===== config.mk =====
export PLATFORM = sky130hd
export DESIGN_NAME = sequencia_ctrl
export DESIGN_NICKNAME = d
export VERILOG_FILES = /design/src/rtl/sequencia_ctrl.sv
export SDC_FILE = /design/constraint.sdc
export NUM_CORES = 1
export LEC_CHECK = 0
export ABC_AREA = 0
export BUFFER_PORTS_ARGS = -buffer_cell sky130_fd_sc_hd__clkbuf_2
export CORE_ASPECT_RATIO = 0.8
export CORE_MARGIN = 5
export CORE_UTILIZATION = 50
export CTS_BUF_LIST = sky130_fd_sc_hd__clkbuf_4 sky130_fd_sc_hd__clkbuf_8
export DETAILED_ROUTE_END_ITERATION = 10
export HOLD_SLACK_MARGIN = 0.08
export MAX_ROUTING_LAYER = met4
export PLACE_DENSITY = 0.7
export SYNTH_ARGS = -nofsm -noshare
export SYNTH_HDL_FRONTEND = slang
export SYNTH_SLANG_ARGS = --single-unit

===== constraint.sdc =====
create_clock -name clk -period 2.95 [get_ports clk]
set_clock_uncertainty 0.2 [all_clocks]
set_input_delay 0.1475 -clock clk [delete_from_list [all_inputs] [get_ports clk]]
set_output_delay 0.1475 -clock clk [all_outputs]
set_load 0.01 [all_outputs]

===== src/rtl/sequencia_ctrl.sv =====
// Sequencer for the serial word detector: configures it, streams bytes MSB-first and reports hits.
// Optional SEQ_CTRL_RESTART_EN: multi-hit mode, the search continues after each hit.
module sequencia_ctrl #(
    parameter int unsigned MAX_BITS = 1024,
    parameter int unsigned POS_W    = 10
) (
    input  logic             clk,
    input  logic             rst,
    input  logic             cfg_valid,
    input  logic [7:0]       cfg_word,
    output logic             cfg_ready,
    input  logic             byte_valid,
    input  logic [7:0]       byte_data,
    output logic             byte_ready,
    input  logic             abort,
    output logic             det_rst_n,
    output logic             det_setar,
    output logic [7:0]       det_palavra,
    output logic             det_start,
    output logic             det_bit,
    input  logic             det_encontrado,
    output logic             busy,
    output logic             done,
    output logic             found,
    output logic [POS_W-1:0] position,
    output logic [1:0]       status,
    output logic [POS_W-1:0] hit_count
);

    typedef enum logic [2:0] {
        StIdle, StClr, StSet, StArm, StRun, StDrain, StDone
    } state_e;

    localparam logic [1:0] StatFound    = 2'd0;
    localparam logic [1:0] StatLimit    = 2'd1;
    localparam logic [1:0] StatUnderrun = 2'd2;
    localparam logic [1:0] StatAbort    = 2'd3;

    state_e             state_q, state_d;
    logic [7:0]         word_q, word_d;
    logic [7:0]         hold_q, hold_d;
    logic               hold_full_q, hold_full_d;
    logic [7:0]         shift_q, shift_d;
    logic [2:0]         bit_idx_q, bit_idx_d;
    logic [POS_W-1:0]   n_q, n_d;
    logic               start_q, start_d;
    logic               found_q, found_d;
    logic [POS_W-1:0]   pos_q, pos_d;
    logic [1:0]         status_q, status_d;
    logic [POS_W-1:0]   hit_cnt_q, hit_cnt_d;

    logic byte_accept;
    logic last_bit;
    logic hit_seen;

    assign byte_ready  = !hold_full_q && (state_q == StArm || state_q == StRun);
    assign byte_accept = byte_valid && byte_ready;
    assign last_bit    = (n_q == POS_W'(MAX_BITS - 1));
    // The flag seen during a start cycle belongs to a bit the detector must not report.
    assign hit_seen    = det_encontrado && !start_q;

    always_comb begin
        state_d     = state_q;
        word_d      = word_q;
        hold_d      = hold_q;
        hold_full_d = hold_full_q;
        shift_d     = shift_q;
        bit_idx_d   = bit_idx_q;
        n_d         = n_q;
        start_d     = start_q;
        found_d     = found_q;
        pos_d       = pos_q;
        status_d    = status_q;
        hit_cnt_d   = hit_cnt_q;

        if (byte_accept) begin
            hold_d      = byte_data;
            hold_full_d = 1'b1;
        end

        case (state_q)
            StIdle: begin
                if (cfg_valid) begin
                    word_d    = cfg_word;
                    found_d   = 1'b0;
                    pos_d     = '0;
                    hit_cnt_d = '0;
                    state_d   = StClr;
                end
            end
            StClr: state_d = StSet;
            StSet: state_d = StArm;
            StArm: begin
                if (abort) begin
                    status_d = StatAbort;
                    state_d  = StDone;
                end else if (hold_full_q) begin
                    shift_d     = hold_q;
                    hold_full_d = 1'b0;
                    bit_idx_d   = 3'd0;
                    n_d         = '0;
                    start_d     = 1'b1;
                    state_d     = StRun;
                end
            end
            StRun: begin
                n_d     = n_q + POS_W'(1);
                start_d = 1'b0;
                if (abort) begin
                    status_d = StatAbort;
                    state_d  = StDone;
                end else if (hit_seen) begin
                    found_d   = 1'b1;
                    pos_d     = n_q - POS_W'(1);
                    hit_cnt_d = hit_cnt_q + POS_W'(1);
`ifdef SEQ_CTRL_RESTART_EN
                    if (last_bit) begin
                        status_d = StatLimit;
                        state_d  = StDrain;
                    end else begin
                        // Shifter holds: the same bit is re-driven with det_start to clear the flag.
                        start_d = 1'b1;
                    end
`else
                    status_d = StatFound;
                    state_d  = StDone;
`endif
                end else if (last_bit) begin
                    status_d = StatLimit;
                    state_d  = StDrain;
                end else if (bit_idx_q == 3'd7) begin
                    bit_idx_d = 3'd0;
                    if (hold_full_q) begin
                        shift_d     = hold_q;
                        hold_full_d = 1'b0;
                    end else if (byte_accept) begin
                        shift_d     = byte_data;
                        hold_full_d = 1'b0;
                    end else begin
                        status_d = StatUnderrun;
                        state_d  = StDrain;
                    end
                end else begin
                    shift_d   = {shift_q[6:0], 1'b0};
                    bit_idx_d = bit_idx_q + 3'd1;
                end
            end
            StDrain: begin
                if (!abort && det_encontrado) begin
                    found_d   = 1'b1;
                    pos_d     = n_q - POS_W'(1);
                    hit_cnt_d = hit_cnt_q + POS_W'(1);
`ifndef SEQ_CTRL_RESTART_EN
                    status_d  = StatFound;
`endif
                end
                if (abort) begin
                    status_d = StatAbort;
                end
                state_d = StDone;
            end
            StDone: begin
                hold_full_d = 1'b0;
                state_d     = StIdle;
            end
            default: state_d = StIdle;
        endcase
    end

    always_ff @(posedge clk or posedge rst) begin
        if (rst) begin
            state_q     <= StIdle;
            word_q      <= '0;
            hold_q      <= '0;
            hold_full_q <= 1'b0;
            shift_q     <= '0;
            bit_idx_q   <= '0;
            n_q         <= '0;
            start_q     <= 1'b0;
            found_q     <= 1'b0;
            pos_q       <= '0;
            status_q    <= '0;
            hit_cnt_q   <= '0;
        end else begin
            state_q     <= state_d;
            word_q      <= word_d;
            hold_q      <= hold_d;
            hold_full_q <= hold_full_d;
            shift_q     <= shift_d;
            bit_idx_q   <= bit_idx_d;
            n_q         <= n_d;
            start_q     <= start_d;
            found_q     <= found_d;
            pos_q       <= pos_d;
            status_q    <= status_d;
            hit_cnt_q   <= hit_cnt_d;
        end
    end

    assign cfg_ready   = (state_q == StIdle);
    assign busy        = (state_q != StIdle);
    assign det_rst_n   = (state_q != StClr);
    // Re-loading the word in DONE leaves the detector idle until the next start strobe.
    assign det_setar   = (state_q == StSet) || (state_q == StDone);
    assign det_palavra = word_q;
    assign det_start   = (state_q == StRun) && start_q;
    assign det_bit     = (state_q == StRun) && shift_q[7];
    assign done        = (state_q == StDone);
    assign found       = found_q;
    assign position    = pos_q;
    assign status      = status_q;
    assign hit_count   = hit_cnt_q;

endmodule


==> results of run 1 <==
[critical path, cell delays in order, from the launching register on]
cell,delay (ns)
dfrtp_1,0.46
ha_1,0.22
and3_1,0.29
nand4_1,0.27
o22ai_2,0.34
o21bai_4,0.26
mux2_2,0.37
[power by group]
part,internal (µW),total [µW],switching [µW]
registers,1240,1560,322
clock network,378,703,326
logic,679,1450,772
total,2290,3720,1420
[cell families (layout without fill, tap and decap cells)]
kind of cell	count (synthesis)	after routing
xor+xnor	10	10
mux	16	16
simple gates	145	145
compound gates	83	83
flops	65	65
fa+ha+maj	5	5
buf+inv	27	111
[placed cells by master, fill, tap and decap left out, drive strengths merged, types with 3 or more instances in the layout]
master and count:
dlygate4sd3 21, o22ai 8, nor3b 3, ha 5, and3 8, o31ai 11, mux2 16, nand2 56
nor2 33, a21oi 14, xor2 3, nand2b 6, or3 4, o21ai 33, or4 3, nor3 6
buf 7, xnor2 7, clkbuf 73, inv 8, o21a 3, dfrtp 65, nor2b 3, nand3 9
nand4 3
[worst min-delay path by stage]
stage | start | endpoint | slack, ns
finish | position[5] | position[5] | 0.28
floorplan | cfg_word[0] | det_palavra[0] | 0.05
CTS | det_palavra[5] | det_palavra[5] | 0.28
global route | position[5] | position[5] | 0.30
detailed placement | cfg_word[5] | det_palavra[5] | 0.14
global placement | cfg_word[7] | det_palavra[7] | 0.14
[metal layers]
layer	vias to the layer above	routed length, µm	track usage
met2	69	3490	0.292
met5	-	0	-
met1	1341	3630	0.274
li1	1398	-	-
met3	2	395	0.0563
met4	0	23	0.0525
[state kept, by name, indices dropped and copies added (netlist names), 2 cells and up]
signal / cells
hit_count: 10
n_q: 10
position: 10
det_palavra: 8
hold_q: 8
shift_q: 8
bit_idx_q: 3
state_q: 3
status: 2
[per-stage QoR]
step / hold slack, ns / utilization / total power (µW) / setup WS, ns / cell area, µm²
global placement: 0.139 / 0.574 / 2970 / 0.576 / 3680
detailed placement: 0.143 / 0.574 / 3010 / 0.470 / 3680
global route: 0.298 / 0.636 / 4020 / 0.237 / 4070
floorplan: 0.0529 / - / 2560 / 0.715 / 3300
CTS: 0.282 / 0.636 / 3750 / 0.464 / 4070
finish: 0.277 / 0.636 / 3720 / 0.434 / 4070
[final cells by class]
| type | instances | area (µm²) | area share |
|---|---|---|---|
| Sequential cell | 65 | 1630 | 0.399 |
| Inverter | 8 | 30.0 | 0.00737 |
| Clock inverter | 2 | 12.5 | 0.00307 |
| Tap cell | 84 | 105 | 0.0258 |
| Timing Repair Buffer | 88 | 563 | 0.138 |
| Multi-Input combinational cell | 259 | 1560 | 0.384 |
| Clock buffer | 13 | 173 | 0.0424 |
[what timing repair did]
action | in CTS | in global routing
hold buffers | 21 | 0
endpoints found under the hold margin | 91 | 0
buffers inserted | 0 | 0
==> flow_metrics.env, run 1 <==
export IMPL_worstPathRequired_ns=2.97
export IMPL_end_kind="register"
export IMPL_place_inst=483
export IMPL_synth_area_leaders="dfrtp_1, nand2_1, mux2_2"
export IMPL_ys_warn_count=0
export IMPL_setup_viol=0
export IMPL_min_period_over_period=0.853
export IMPL_dp_hpwl_um=5200
export IMPL_cts_buffer_depth=2
export IMPL_yosys_most_used_dff="dfrtp_1"
export IMPL_gr_total_overflow=0
export IMPL_cts_sinks=65
export IMPL_cts_tree="built"
export IMPL_drv_cap=0
export IMPL_chipWidth_um=101
export IMPL_port_buffers=60
export IMPL_fmax_ghz=0.397
export IMPL_drive_above_1_share=0.253
export IMPL_critPathMaxFanout=8
export IMPL_post_synth_top_count_cell="dfrtp_1"
export IMPL_numCtsBuffers=9
export IMPL_firstDrtPassIters=4
export IMPL_yosys_area_share_simple=0.214
export IMPL_synth_cells=351
export IMPL_synth_top_cells_by_count="dfrtp_1, nand2_1, o21ai_0"
export IMPL_fillers=547
export IMPL_ys_seq_elements=65
export IMPL_route_vias_total=2810
export IMPL_cellPowerDensity_mw_per_mm2=912
export IMPL_reg2reg_slack_ns=0.43
export IMPL_setup_tns_ns=0
export IMPL_die_area_mm2=0.00834
export IMPL_synth_fa_ha_area_frac=0.0189
export IMPL_grt_total_usage=0.200
export IMPL_drt_initial_drc_count=163
export IMPL_grt_pass1_vias=2538
export IMPL_drt_vias_per_instance=5.41
export IMPL_antenna_left=0
export IMPL_htree_levels=3
export IMPL_fin_nets=458
export IMPL_synth_xor_area_frac=0.0265
export IMPL_reg2regPathDepth=6
export IMPL_ir_worst_vdd_v=0.000426
export IMPL_drc=0
export IMPL_synth_nets=378
export IMPL_status="complete, no violations"
export IMPL_root_buffer="clkbuf_8"
export IMPL_die_height_um=82.7
export IMPL_cp_startpoint="n_q[0]"
export IMPL_arrival_ns=2.54
export IMPL_synth_top_family_by_area="simple AND/OR/NAND/NOR gates"
export IMPL_synth_mux_area_frac=0.0545
export IMPL_fp_coreArea_mm2=0.00641
export IMPL_r2r_start="n_q[0]"
export IMPL_antenna_cells=0
export IMPL_min_period_ns=2.52
export IMPL_hold_path_class="reg2reg"
export IMPL_synth_cell_type_count=51
export IMPL_hold_depth=2
export IMPL_gp_congestion=0.764
export IMPL_grt_max_degree=66
export IMPL_synth_compound_area_frac=0.159
export IMPL_tightest_slew_ns=0.814
export IMPL_final_cells=519
export IMPL_start_util=0.515
export IMPL_num_rows=26
export IMPL_rsz0062_at_grt="no"
export IMPL_ios=61
export IMPL_ys_seq_area_frac=0.492
export IMPL_yosysTopAreaCell="dfrtp_1"
export IMPL_crit_type="reg2reg"
export IMPL_endpoint="shift_q[2]"
export IMPL_leakage_uw=0.00194
export IMPL_synth_area_per_cell_um2=9.41
export IMPL_synth_edf_count=0
export IMPL_drt_wirelength_per_cell_um=14.5
export IMPL_area_growth_pct=23.3
export IMPL_maxSlewHeadroom=0.458
export IMPL_drv_slew=0
export IMPL_syn_area_mm2=0.00330
export IMPL_cts_resized=0
export IMPL_synth_top_area_share=0.492
export IMPL_hold_violations=0
export IMPL_antenna_found_initial=0
export IMPL_clk_pin_slew_ns=0.07
export IMPL_routed_wl_um=7550
export IMPL_reg2reg_to="shift_q[2]"
export IMPL_synth_async_reset_ratio=1.00
export IMPL_clock_latency_ns=0.33
export IMPL_grt_pass1_wl_um=12700
export IMPL_cp_start_kind="register"
No activity file was read; power rests on OpenSTA's default activity.
==> run 2: changes to the inputs <==
--- a/config.mk
+++ b/config.mk
@@ -7,14 +7,16 @@
 export LEC_CHECK = 0
 export ABC_AREA = 0
 export BUFFER_PORTS_ARGS = -buffer_cell sky130_fd_sc_hd__clkbuf_2
+export CELL_PAD_IN_SITES_DETAIL_PLACEMENT = 0
+export CELL_PAD_IN_SITES_GLOBAL_PLACEMENT = 1
 export CORE_ASPECT_RATIO = 0.8
 export CORE_MARGIN = 5
-export CORE_UTILIZATION = 50
+export CORE_UTILIZATION = 44
 export CTS_BUF_LIST = sky130_fd_sc_hd__clkbuf_4 sky130_fd_sc_hd__clkbuf_8
 export DETAILED_ROUTE_END_ITERATION = 10
 export HOLD_SLACK_MARGIN = 0.08
 export MAX_ROUTING_LAYER = met4
-export PLACE_DENSITY = 0.7
+export PLACE_DENSITY = 0.79
 export SYNTH_ARGS = -nofsm -noshare
 export SYNTH_HDL_FRONTEND = slang
 export SYNTH_SLANG_ARGS = --single-unit
==> flow_metrics.env, run 2 (synthesized netlist as in run 1, its figures left out) <==
export IMPL_status="complete, no violations"
export IMPL_cts_resized=0
export IMPL_die_area_mm2=0.00935
export IMPL_hold_ws_ns=0.105
export IMPL_num_rows=28
export IMPL_start_util=0.449
export IMPL_utilization=0.561
export IMPL_numCtsBuffers=9
export IMPL_htree_levels=3
export IMPL_grt_pass1_vias=2880
export IMPL_p_switching_uw=1440
export IMPL_area_growth_pct=24.8
export IMPL_root_buffer="clkbuf_8"
export IMPL_drt_wirelength_per_cell_um=15.2
export IMPL_grt_max_degree=38
export IMPL_min_period_over_period=0.848
export IMPL_ios=61
export IMPL_sw_frac_of_total=0.375
export IMPL_setup_viol=0
export IMPL_chipWidth_um=107
export IMPL_worstPathRequired_ns=2.97
export IMPL_cts_sinks=65
export IMPL_drive_above_1_share=0.260
export IMPL_crit_type="reg2reg"
export IMPL_gr_total_overflow=0
export IMPL_end_kind="register"
export IMPL_fp_coreArea_mm2=0.00736
export IMPL_drc=0
export IMPL_fin_nets=460
export IMPL_pwr_share_clk=0.210
export IMPL_port_buffers=60
export IMPL_max_stage_delay_ns=0.46
export IMPL_grt_total_usage=0.191
export IMPL_cp_start_kind="register"
export IMPL_setup_ws_ns=0.448
export IMPL_power_frac_seq=0.406
export IMPL_leakage_uw=0.00196
export IMPL_cts_tree="built"
export IMPL_p_int_uw=2400
export IMPL_setup_tns_ns=0
export IMPL_hold_path_class="in2reg"
export IMPL_path_cells="ha_1, and3_1, nand4_1, o22ai_2, o21bai_4, mux2_2"
export IMPL_cellPowerDensity_mw_per_mm2=932
export IMPL_arrival_ns=2.52
export IMPL_grt_pass1_wl_um=13800
export IMPL_antenna_cells=0
export IMPL_critPathMaxFanout=8
export IMPL_drv_cap=0
export IMPL_routed_wl_um=8050
export IMPL_crit_path_top_delay_cell="dfrtp_1"
export IMPL_antenna_left=0
export IMPL_final_common_cell="dfrtp_1"
export IMPL_cts_setup_buffers=0
export IMPL_ir_worst_vdd_v=0.000422
export IMPL_dp_slack_ns=0.469
export IMPL_final_cells=528
export IMPL_rsz0062_at_grt="no"
export IMPL_min_period_ns=2.50
export IMPL_firstDrtPassIters=4
export IMPL_layout_common_cells="dfrtp_1, clkbuf_2, nand2_1"
export IMPL_route_vias_total=2828
export IMPL_cts_buffer_depth=2
export IMPL_drv_slew=0
export IMPL_clk_pin_slew_ns=0.07
export IMPL_drt_initial_drc_count=178
export IMPL_gp_congestion=0.884
export IMPL_clock_latency_ns=0.34
export IMPL_tightest_slew_ns=0.843
export IMPL_place_inst=492
export IMPL_dp_hpwl_um=5680
export IMPL_fillers=706
export IMPL_fmax_ghz=0.400
export IMPL_combPwrFrac=0.384
export IMPL_drt_vias_per_instance=5.36
export IMPL_hold_violations=0
export IMPL_maxSlewHeadroom=0.437
export IMPL_holdBufCountCts=20
export IMPL_die_height_um=87.5
export IMPL_antenna_found_initial=0
[run 2: cell count changes in the layout (fill, tap and decap cells not counted), sizes merged]
cell,change
clkbuf,+1
buf,+3
bufinv,+1
clkinvlp,-1
dlygate4sd3,-1
[run 2: critical path: cells and delay by family, from the launching register on]
kind / cells / cell delay, ns
multiplexers: 1 / 0.37
flip-flops: 1 / 0.46
AO/OA/AOI/OAI: 2 / 0.56
AND/OR/NAND/NOR: 2 / 0.57
adder cells (fa/ha/maj): 1 / 0.22
[run 2: worst paths after layout]
kind / start / to / slack (ns) / depth (start not counted)
max in group asynchronous: rst / position[1] / 1.49 / 4
min in group asynchronous: rst / det_palavra[6] / 0.30 / 3
max reg2reg: n_q[0] / shift_q[0] / 0.45 / 6
min reg2reg: position[4] / position[4] / 0.28 / 2
min: abort / state_q[0] / 0.10 / 3
max: n_q[0] / shift_q[0] / 0.45 / 6
[run 2: through the flow]
step	total power, µW	area (µm²)
2_1_floorplan	2560	3300
3_3_place_gp	2990	3710
3_5_place_dp	3040	3710
4_1_cts	3880	4120
5_1_grt	4160	4120
6_report	3840	4120
[run 2: routing by layer]
layer  GRT usage  up-vias  wire, µm  part of all wire
met4      0.0639        0       105             0.013
met1       0.241     1355      3880              0.48
met5           -        -         0                 0
met2       0.305       60      3730              0.46
met3      0.0482       12       336             0.042
li1            -     1401         -                 -
[run 2: area by class of cell]
cell class | instances | area (µm²) | share of cell area
inverter | 8 | 30.0 | 0.00728
sequential | 65 | 1630 | 0.394
clock buffer | 14 | 180 | 0.0437
timing repair buffer | 90 | 576 | 0.140
clock inverter | 2 | 35.0 | 0.00850
tap | 90 | 113 | 0.0273
multi-input combinational | 259 | 1560 | 0.379
[run 2: power by group through the flow]
stage	combinational, µW	clock [µW]	sequential, µW
floorplan	1050	0	1510
global placement	1440	0	1550
detailed placement	1470	0	1570
CTS	1500	829	1550
global route	1670	868	1620
finish	1480	807	1560
